$ cat config.mk
export PLATFORM = sky130hd
export DESIGN_NAME = tp1_alu
export DESIGN_NICKNAME = d
export VERILOG_FILES = /design/src/rtl/tp1_alu_pkg.sv /design/src/rtl/tp1_alu_core.sv /design/src/rtl/tp1_alu.sv
export SDC_FILE = /design/constraint.sdc
export NUM_CORES = 1
export LEC_CHECK = 0
export ABC_AREA = 0
export BUFFER_PORTS_ARGS = -buffer_cell sky130_fd_sc_hd__buf_2
export CORE_UTILIZATION = 35
export DETAILED_ROUTE_END_ITERATION = 8
export REMOVE_ABC_BUFFERS = 1
export SLEW_MARGIN = 20
export SYNTH_ARGS = -nofsm -noshare
export SYNTH_HDL_FRONTEND = slang
export SYNTH_SLANG_ARGS = --single-unit
$ cat constraint.sdc
create_clock -name i_clock -period 2.2 [get_ports i_clock]
set_input_delay 0.33 -clock i_clock [delete_from_list [all_inputs] [get_ports i_clock]]
set_output_delay 0.33 -clock i_clock [all_outputs]
set_load 0.01 [all_outputs]
$ cat src/rtl/tp1_alu_pkg.sv
// Shared opcode map and default widths for the tp1_alu datapath ALU.
package tp1_alu_pkg;

  localparam int unsigned LEN_DATO_DEF = 8;
  localparam int unsigned LEN_OP_DEF   = 6;

  // MIPS R-type funct codes
  localparam logic [5:0] OP_ADD = 6'b100000;
  localparam logic [5:0] OP_SUB = 6'b100010;
  localparam logic [5:0] OP_AND = 6'b100100;
  localparam logic [5:0] OP_OR  = 6'b100101;
  localparam logic [5:0] OP_XOR = 6'b100110;
  localparam logic [5:0] OP_NOR = 6'b100111;
  localparam logic [5:0] OP_SRA = 6'b000011;
  localparam logic [5:0] OP_SRL = 6'b000010;

endpackage

$ cat src/rtl/tp1_alu_core.sv
// Combinational ALU core: funct-decoded result plus signed overflow for ADD/SUB.
module tp1_alu_core
  import tp1_alu_pkg::*;
#(
  parameter int unsigned LEN_DATO = LEN_DATO_DEF,
  parameter int unsigned LEN_OP   = LEN_OP_DEF
) (
  input  logic [LEN_DATO-1:0] dato_a_i,
  input  logic [LEN_DATO-1:0] dato_b_i,
  input  logic [LEN_OP-1:0]   op_code_i,
  output logic [LEN_DATO-1:0] resultado_o,
  output logic                overflow_o
);

  localparam int unsigned Msb = LEN_DATO - 1;

  logic [LEN_DATO-1:0] sum;
  logic [LEN_DATO-1:0] diff;
  logic                shamt_big;

  assign sum       = dato_a_i + dato_b_i;
  assign diff      = dato_a_i - dato_b_i;
  // Shift amounts at or beyond the width saturate to a full fill
  assign shamt_big = (dato_b_i >= LEN_DATO'(LEN_DATO));

  always_comb begin
    resultado_o = '0;
    overflow_o  = 1'b0;
    case (op_code_i)
      LEN_OP'(OP_ADD): begin
        resultado_o = sum;
        overflow_o  = (dato_a_i[Msb] == dato_b_i[Msb]) && (sum[Msb] != dato_a_i[Msb]);
      end
      LEN_OP'(OP_SUB): begin
        resultado_o = diff;
        overflow_o  = (dato_a_i[Msb] != dato_b_i[Msb]) && (diff[Msb] != dato_a_i[Msb]);
      end
      LEN_OP'(OP_AND): resultado_o = dato_a_i & dato_b_i;
      LEN_OP'(OP_OR):  resultado_o = dato_a_i | dato_b_i;
      LEN_OP'(OP_XOR): resultado_o = dato_a_i ^ dato_b_i;
      LEN_OP'(OP_NOR): resultado_o = ~(dato_a_i | dato_b_i);
      LEN_OP'(OP_SRA): begin
        if (shamt_big) resultado_o = {LEN_DATO{dato_a_i[Msb]}};
        else           resultado_o = $signed(dato_a_i) >>> dato_b_i;
      end
      LEN_OP'(OP_SRL): begin
        if (shamt_big) resultado_o = '0;
        else           resultado_o = dato_a_i >> dato_b_i;
      end
      default: begin
        resultado_o = '0;
        overflow_o  = 1'b0;
      end
    endcase
  end

endmodule

$ cat src/rtl/tp1_alu.sv
// ALU top: combinational result plus a registered copy of result, zero and overflow flags.
module tp1_alu
  import tp1_alu_pkg::*;
#(
  parameter int unsigned LEN_DATO = LEN_DATO_DEF,
  parameter int unsigned LEN_OP   = LEN_OP_DEF
) (
  input  logic                i_clock,
  input  logic                i_reset,
  input  logic [LEN_DATO-1:0] i_dato_a,
  input  logic [LEN_DATO-1:0] i_dato_b,
  input  logic [LEN_OP-1:0]   i_op_code,
  output logic [LEN_DATO-1:0] o_resultado,
  output logic [LEN_DATO-1:0] o_resultado_q,
  output logic                o_zero_q,
  output logic                o_overflow_q
);

  logic [LEN_DATO-1:0] resultado_d, resultado_q;
  logic                zero_d, zero_q;
  logic                overflow_d, overflow_q;

  tp1_alu_core #(
    .LEN_DATO(LEN_DATO),
    .LEN_OP  (LEN_OP)
  ) u_core (
    .dato_a_i   (i_dato_a),
    .dato_b_i   (i_dato_b),
    .op_code_i  (i_op_code),
    .resultado_o(resultado_d),
    .overflow_o (overflow_d)
  );

  assign zero_d = (resultado_d == '0);

  always_ff @(posedge i_clock or posedge i_reset) begin
    if (i_reset) begin
      resultado_q <= '0;
      zero_q      <= 1'b0;
      overflow_q  <= 1'b0;
    end else begin
      resultado_q <= resultado_d;
      zero_q      <= zero_d;
      overflow_q  <= overflow_d;
    end
  end

  assign o_resultado   = resultado_d;
  assign o_resultado_q = resultado_q;
  assign o_zero_q      = zero_q;
  assign o_overflow_q  = overflow_q;

endmodule

==> results of run 1 <==
placed cells by master (no fill, tap or decap), types with 7 or more instances in the layout:
| cell | n |
|---|---|
| mux2i_1 | 15 |
| ha_1 | 16 |
| nor2_1 | 14 |
| buf_4 | 96 |
| ha_4 | 10 |
| a21oi_1 | 11 |
| buf_2 | 29 |
| nand2_1 | 19 |
| xnor2_1 | 7 |
| buf_6 | 23 |
| nand3_1 | 7 |
| nor3_1 | 7 |
| inv_1 | 11 |
| inv_2 | 9 |
| dfrtp_1 | 10 |
final cells by class:
class	count	area (um^2)	share of cell area, %
Sequential cell	10	250.2	6.913
Timing Repair Buffer	150	1160	32.04
Inverter	23	91.34	2.523
Clock buffer	3	41.29	1.141
Tap cell	72	90.09	2.489
Multi-Input combinational cell	213	1987	54.89
cells by family (layout without fill, tap and decap cells):
kind of cell / Yosys count / after routing / share of synthesized area [%]
simple gates: 82 / 82 / 21.75
compound gates: 67 / 67 / 22.36
flops: 10 / 10 / 12.29
mux: 21 / 21 / 11.06
fa+ha+maj: 28 / 28 / 17.94
xor+xnor: 15 / 15 / 6.450
buf+inv: 38 / 176 / 8.170
worst max-delay path by stage:
stage	endpoint	cells after the start
final	o_resultado[7]	11
after global routing	o_resultado[7]	11
after detailed placement	o_resultado[7]	11
after global placement	o_resultado[7]	11
after floorplan	o_zero_q	9
after CTS	o_resultado[3]	10
power groups by stage:
stage / registers [uW] / logic [uW] / clock network [uW]
final: 196 / 713 / 178
after global routing: 197 / 766 / 194
after CTS: 196 / 634 / 184
after detailed placement: 199 / 546 / 0
after global placement: 198 / 540 / 0
after floorplan: 204 / 248 / 0
worst max-delay path, cell delays in order:
cell	delay [ns]
buf_8	0.08
inv_4	0.03
ha_4	0.15
or3_4	0.40
a2111oi_4	0.33
buf_4	0.19
nor2_4	0.04
a21oi_2	0.18
xnor2_2	0.09
o21ai_2	0.14
buf_2	0.15
routing by layer:
metal	track usage [%]	vias up	routed length (um)
li1	-	1217	-
met4	7.778	0	181
met5	0	-	0
met2	43.77	99	3782
met3	1.628	18	330
met1	30.68	1182	3251
through the flow:
| step | power, uW | std cells | setup slack, ns | utilization (%) |
|---|---|---|---|---|
| 2_1_floorplan | 452.4 | 246 | -0.2609 | - |
| 3_3_place_gp | 738.1 | 453 | -0.5568 | 53.29 |
| 3_5_place_dp | 745.1 | 453 | -0.6102 | 53.29 |
| 4_1_cts | 1014 | 464 | -0.2683 | 60.22 |
| 5_1_grt | 1156 | 471 | -0.3420 | 64.94 |
| 6_report | 1087 | 471 | -0.2552 | 64.94 |
sequential cells by signal, summed over array words and instances (netlist names):
signal	count
o_overflow_q	1
o_resultado_q	8
o_zero_q	1
what timing repair did:
item / in CTS / in global routing
endpoints found under the setup margin: 9 / 9
gates resized for setup: 60 / 51
setup buffers: 9 / 7
pin swaps: 23 / 21
==> run summary, run 1 <==
The run finished, with violations left. The final reports fail on negative setup slack. The via count of the first global-routing pass came out at roughly 2400. The via density per instance is 5.342. Sorting the synthesized cells by area gives the leading types as ha_1 (16%), dfrtp_1 (12%), mux2i_1 (8.8%). The maximum resistive drop on vdd came out at 274.0 uV. The total DRC errors in the routed layout came out at 0. The synthesized netlist occupies a cell area of 2037 um^2. Wires add up to 7546 um. The maximum frequency from static timing analysis came out at 407.3 MHz. TritonCTS built the clock tree. The global-route total usage across every layer is 24.36%. The synthesis-stage register bit count is 10. CTS saw 10 sinks. The clock network accounts for ~16% of the total power.

After layout, the worst setup slack is -0.2552 ns. The reported max-cap violation count came out at 0. The number of antenna diodes is 0. Global routing finished with a remaining overflow of 0. The number of hold buffers added after CTS is 0. Relative to the synthesized area, the layout overhead comes to 77.70%. Once detailed placement completed, the half-perimeter wirelength came to between 5000 and 6000 um. Port buffering added 41 buffers. The area share of the largest cell type after synthesis came out at roughly 16%. The layout has 477 filler cells. The number of flops mapped to enable cells by yosys came out at 0. Yosys instantiated no cell more often than ha_1. The post-detailed-placement cell area is 2970 um^2. Setup repair after global routing could not meet its margin everywhere.

The floorplan die width is 78.29 um. The worst setup path is launched from a primary input. The most critical setup path has its startpoint at i_dato_b[6].

The data required time of the worst path came out at about 1.9 ns. The register area share after synthesis came out at 12.29%. Of all flip-flops after synthesis, the portion carrying an async set or reset was 100.0%. The data arrival time of the worst path came out at 2.13 ns. The number of search-and-repair iterations in the first detailed-routing pass is 5. The sequential cell fraction of total power came out at 18.0%. The final sum of negative setup slack came out at -1.657 ns. The total power density per cell area came out at 300.3 nW/um^2.

42 I/O pins were placed. The largest net degree at the start of global routing is 21. In this run the number of H-tree levels came out at 1.

The first routing iteration left between 100 and 150 violations. The transition time at the pin with the least slew margin came out at 0.4614 ns. The final route contains 2516 vias. The tree is rooted in a clkbuf_8. The floorplan die height came out at 78.29 um. The count of final hold-check violations is 0. The die covers 6129 um^2.

The number of standard-cell rows in the floorplan is 27. Once layout is done, the placed cells without fillers occupy 3620 um^2. Buffers inserted during clock tree synthesis total 3. The remaining antenna violation count after routing came out at 0.

Setup violations remaining at the end of the flow were counted as 9. Yosys mapped the design onto 58 distinct sky130hd cell types. The most instantiated flip-flop cell in the synthesis netlist is dfrtp_1. The worst path in the final design needs a cycle of 2.455 ns, including I/O delays and setup.

For this design the static power due to leakage is 0.001741 uW. The endpoint type of the worst setup path is a primary output. The combinational share of power came out at 65.6%. The commonest cells after synthesis are ha_1 (26), inv_1 (22), nand2_1 (19), a21oi_1 (18), mux2i_1 (18).

The global placement routability congestion came out at ~0.96. The final number of max-transition violations came out at 0. The count of yosys warnings during synthesis is 0. The fraction of final layout cells with drive strength greater than 1 came out at 56.14%. Once the floorplan was initialized, standard cells occupied 36.54% of the core. At the end of the flow, the number of nets in the layout was 453. The first global-routing pass estimated 11780 um of wire. Of all nets on the critical path, the largest fanout is 3. The clock transition at the registers of the reported paths is 0.04 ns. The type of the setup path with the least slack is in -> out. The final period utilization is 111.6%. In this run the worst hold path is classified as in -> async. The cell type with the highest aggregate area in the netlist is ha_1. No sink is reached through more buffers than the 2 on the longest clock path. The switching power is about 410 uW. The number of antenna violations at the first check in global routing came out at 0.

The worst hold slack after final layout is 0.06597 ns. The number of instances in the synthesized netlist came out at 261. A synthesized cell averages 7.804 um^2. The headroom to the max-slew limit is 68.36%. The average wire length per cell after detail routing is roughly 16 um.

The core outline area is around 5600 um^2. The switching part of the total power came out at 37.30%. The cell-internal power is 681.5 uW.
Note: power is estimated with default switching activity, not from simulation.
==> run 2: changes to the inputs <==
--- a/config.mk
+++ b/config.mk
@@ -7,8 +7,11 @@
 export LEC_CHECK = 0
 export ABC_AREA = 0
 export BUFFER_PORTS_ARGS = -buffer_cell sky130_fd_sc_hd__buf_2
+export CORE_ASPECT_RATIO = 0.75
+export CORE_MARGIN = 1.5
 export CORE_UTILIZATION = 35
 export DETAILED_ROUTE_END_ITERATION = 8
+export PLACE_DENSITY = 0.64
 export REMOVE_ABC_BUFFERS = 1
 export SLEW_MARGIN = 20
 export SYNTH_ARGS = -nofsm -noshare
==> run 2 against run 1 <==
The flow still finishes with violations (negative setup slack). Total power down 1.3%. Clock power up 25%. Sequential share of layout area up 0.36 points. First-iteration DRC count up 30%. Hold slack worse by 0.017 ns. Combinational power down 8.1%. Fmax down 4.1%. Routed wire length down 5.7%. Die area up 2.6%. Via count up 0.16%.
==> run summary, run 2 (synthesis gave the netlist of run 1 again) <==
The number of standard-cell rows in the floorplan was 23 (-15%). The clock transition at the registers of the reported paths is 0.04 ns (about the same). After detailed routing, no signal wire sits above met4. The maximum frequency from static timing analysis is 390.7 MHz (-4.1%). The time the final worst path needs with I/O delays and setup came to 2.559 ns (+0.1042 ns). The worst setup path is of the in -> out kind. The data required time of the worst path is 1.87 ns (about the same).

The met3 wirelength from detailed routing came out at 494 um (+50%). STA classifies the critical path startpoint as a primary input. The total power density per cell area came out at 311.7 nW/um^2 (+3.8%).

The wire length on met1 is 3214 um (-1.1%). The number of antenna violations at the first check in global routing is 0 (unchanged). The data arrival time of the worst path came out at 2.23 ns (+0.10 ns). Counting stages on the worst path, the most repeated cell is buf_6. The full die area is 6291 um^2 (+2.6%).

The peak per-stage delay on the critical path came out at 0.64 ns (+0.24 ns). The checks that failed: negative setup slack. The cell count after placement came to 449 (-0.88%). The final number of max-transition violations came out at 0 (unchanged). The final worst setup slack is -0.3594 ns (-0.1042 ns). The standby leakage power is 0.001703 uW (-2.2%). The reported max-cap violation count is 0 (unchanged). TritonCTS built the clock tree.

Setup repair after global routing could not meet its margin everywhere. The number of setup violations in the final report came out at 9 (unchanged). The critical path goes through buf_6 -> buf_6 -> or4_4 -> buf_6 -> nor2_4 -> buf_6 -> a21oi_1 -> a31oi_1 -> nand4_1 -> buf_2. The count of clock tree sinks is 10 (unchanged). The number of buffers created by CTS is 3 (unchanged). The fraction of final layout cells with drive strength greater than 1 is 50.38% (-5.8 points). The share of the core filled with cells in the final layout came to 62.95% (-2.0 points).

The core outline area is 5468 um^2 (-1.9%). The wire length reported by the detailed router came to 7115 um (-5.7%). The summed area of non-filler cells in the final layout is 3442 um^2 (-4.9%).

The maximum resistive drop on vdd came out at 143.6 uV (-48%). The count of final hold-check violations came out at 0 (unchanged). The area growth from synthesis to layout is 68.98%. Among all stages on the critical path, the largest delay is contributed by or4_4.

The number of buffers and inverters on the critical path came out at 5 (+1). The library cell used most frequently in the layout, excluding fill and tap cells, is buf_4. The wire length of the first global-routing pass came out at 11500 um (-2.3%). The tightest min-delay check is of the in -> async type. The final sum of negative setup slack is -2.415 ns (-0.7573 ns).

The global placement routability congestion is 0.9437 (-1.4%). In the layout the commonest cells are buf_4 (94), buf_2 (31), ha_1 (20), nand2_1 (19). The most critical setup path has its startpoint at i_dato_b[6].

The number of search-and-repair iterations in the first detailed-routing pass was 5 (unchanged). The depth of the CTS H-tree is 1 (unchanged). The via count of the first global-routing pass was 2350 (-2.3%). The global-route total usage across every layer came to 22.57% (-1.8 points). The number of standard cells in the final layout excluding fillers came out at 466 (-1.1%). The area occupied by registers is 250.2 um^2 (unchanged). The floorplan die width came out at 91.09 um (+16%). The placed wire-length estimate after detailed placement is 5799 um (+0.30%). The I/O pin count was 42 (unchanged).

The final total power is 1073 uW (-1.3%). The floorplan die height is 69.07 um (-12%). On the critical path the largest part of the delay comes from simple AND/OR/NAND/NOR gates.

The run finished, with violations left. The worst setup path is captured at a primary output. The area of combinational cells with multiple inputs is 1893 um^2 (-4.7%). The highest net fanout along the worst path is 6 (+3). The transition time at the pin with the least slew margin is 0.4294 ns (-0.03206 ns). The remaining antenna violation count after routing came to 0 (unchanged).

The via density per instance is 5.408 (+1.2%). The post-detailed-placement cell area is 2947 um^2 (-0.80%). The starting density of the core came out at 37.25% (+0.71 points). The average wire length per cell after detail routing came to 15.27 um (-4.7%).

The flip-flop count of the largest register after layout came out at 8 (unchanged). The number of inserted filler cells in the final layout was 478 (+0.21%). The aggregate global routing overflow came out at 0 (unchanged). The tree is rooted in a clkbuf_8. The violation count after the first detailed-routing iteration came out at 193 (+30%). The final period utilization was 116.3% (+4.7 points). The largest net degree at the start of global routing is 18 (-14%). The headroom to the max-slew limit came out at 70.56% (+2.2 points). The count of buffers from port buffering came out at 41 (unchanged). The via count of the routed design came out at 2520 (+0.16%). The wire length on met2 is 3236 um (-14%). The total DRC errors in the routed layout is 0 (unchanged). The final net count came out at 444 (-2.0%).

The number of antenna diodes is 0 (unchanged). The maximum buffer depth of the clock tree is 2 (unchanged).
==> run 2: changes by cell type in the layout (fill, tap and decap cells not counted), moves of 3 or more <==
cell / change
buf_6: -11
ha_4: -6
inv_1: +6
ha_1: +4
inv_2: -4
a21oi_1: +3
==> run 2: path summary, 6_finish.rpt <==
path,end,slack [ns],depth (start not counted)
min in group i_clock,o_overflow_q,0.40,2
worst min-delay path,o_resultado_q[7],0.05,2
max in group asynchronous,o_resultado_q[0],1.90,2
worst max-delay path,o_resultado[1],-0.36,10
==> run 2: report_power, final <==
part	switching (uW)	total, uW	internal [uW]
Clock	65.6	222	157
Sequential	2.00	196	194
Combinational	325	655	329
Total	393	1070	680
==> run 2: area by class of cell <==
cell class	instances	share of cell area, %
clock buffers	4	1.599
multi-input cells	213	55.00
inverters	23	2.508
flip-flops and latches	10	7.270
well taps	75	2.726
repair buffers	141	30.90
==> run 2: timing repair <==
| action | 4_1_cts | 5_1_grt |
|---|---|---|
| hold endpoints to repair | 0 | 0 |
| hold buffers | 0 | 0 |
| pin swaps | 13 | 19 |
| buffers inserted | 8 | 5 |
| gates resized for setup | 36 | 36 |
| setup endpoints to repair | 9 | 9 |
==> run 2: metrics by stage <==
stage / setup slack, ns / hold slack, ns
after CTS: -0.2932 / 0.05694
after floorplan: -0.2609 / 0.1702
after global placement: -0.4613 / 0.3007
final: -0.3594 / 0.04898
after detailed placement: -0.4816 / 0.3030
after global routing: -0.3861 / 0.07093
==> run 2: layer usage <==
| metal | vias to the layer above | GRT usage (%) |
|---|---|---|
| li1 | 1214 | - |
| met1 | 1172 | 32.86 |
| met2 | 117 | 34.91 |
| met3 | 17 | 1.656 |
| met4 | 0 | 7.639 |
| met5 | - | 0 |
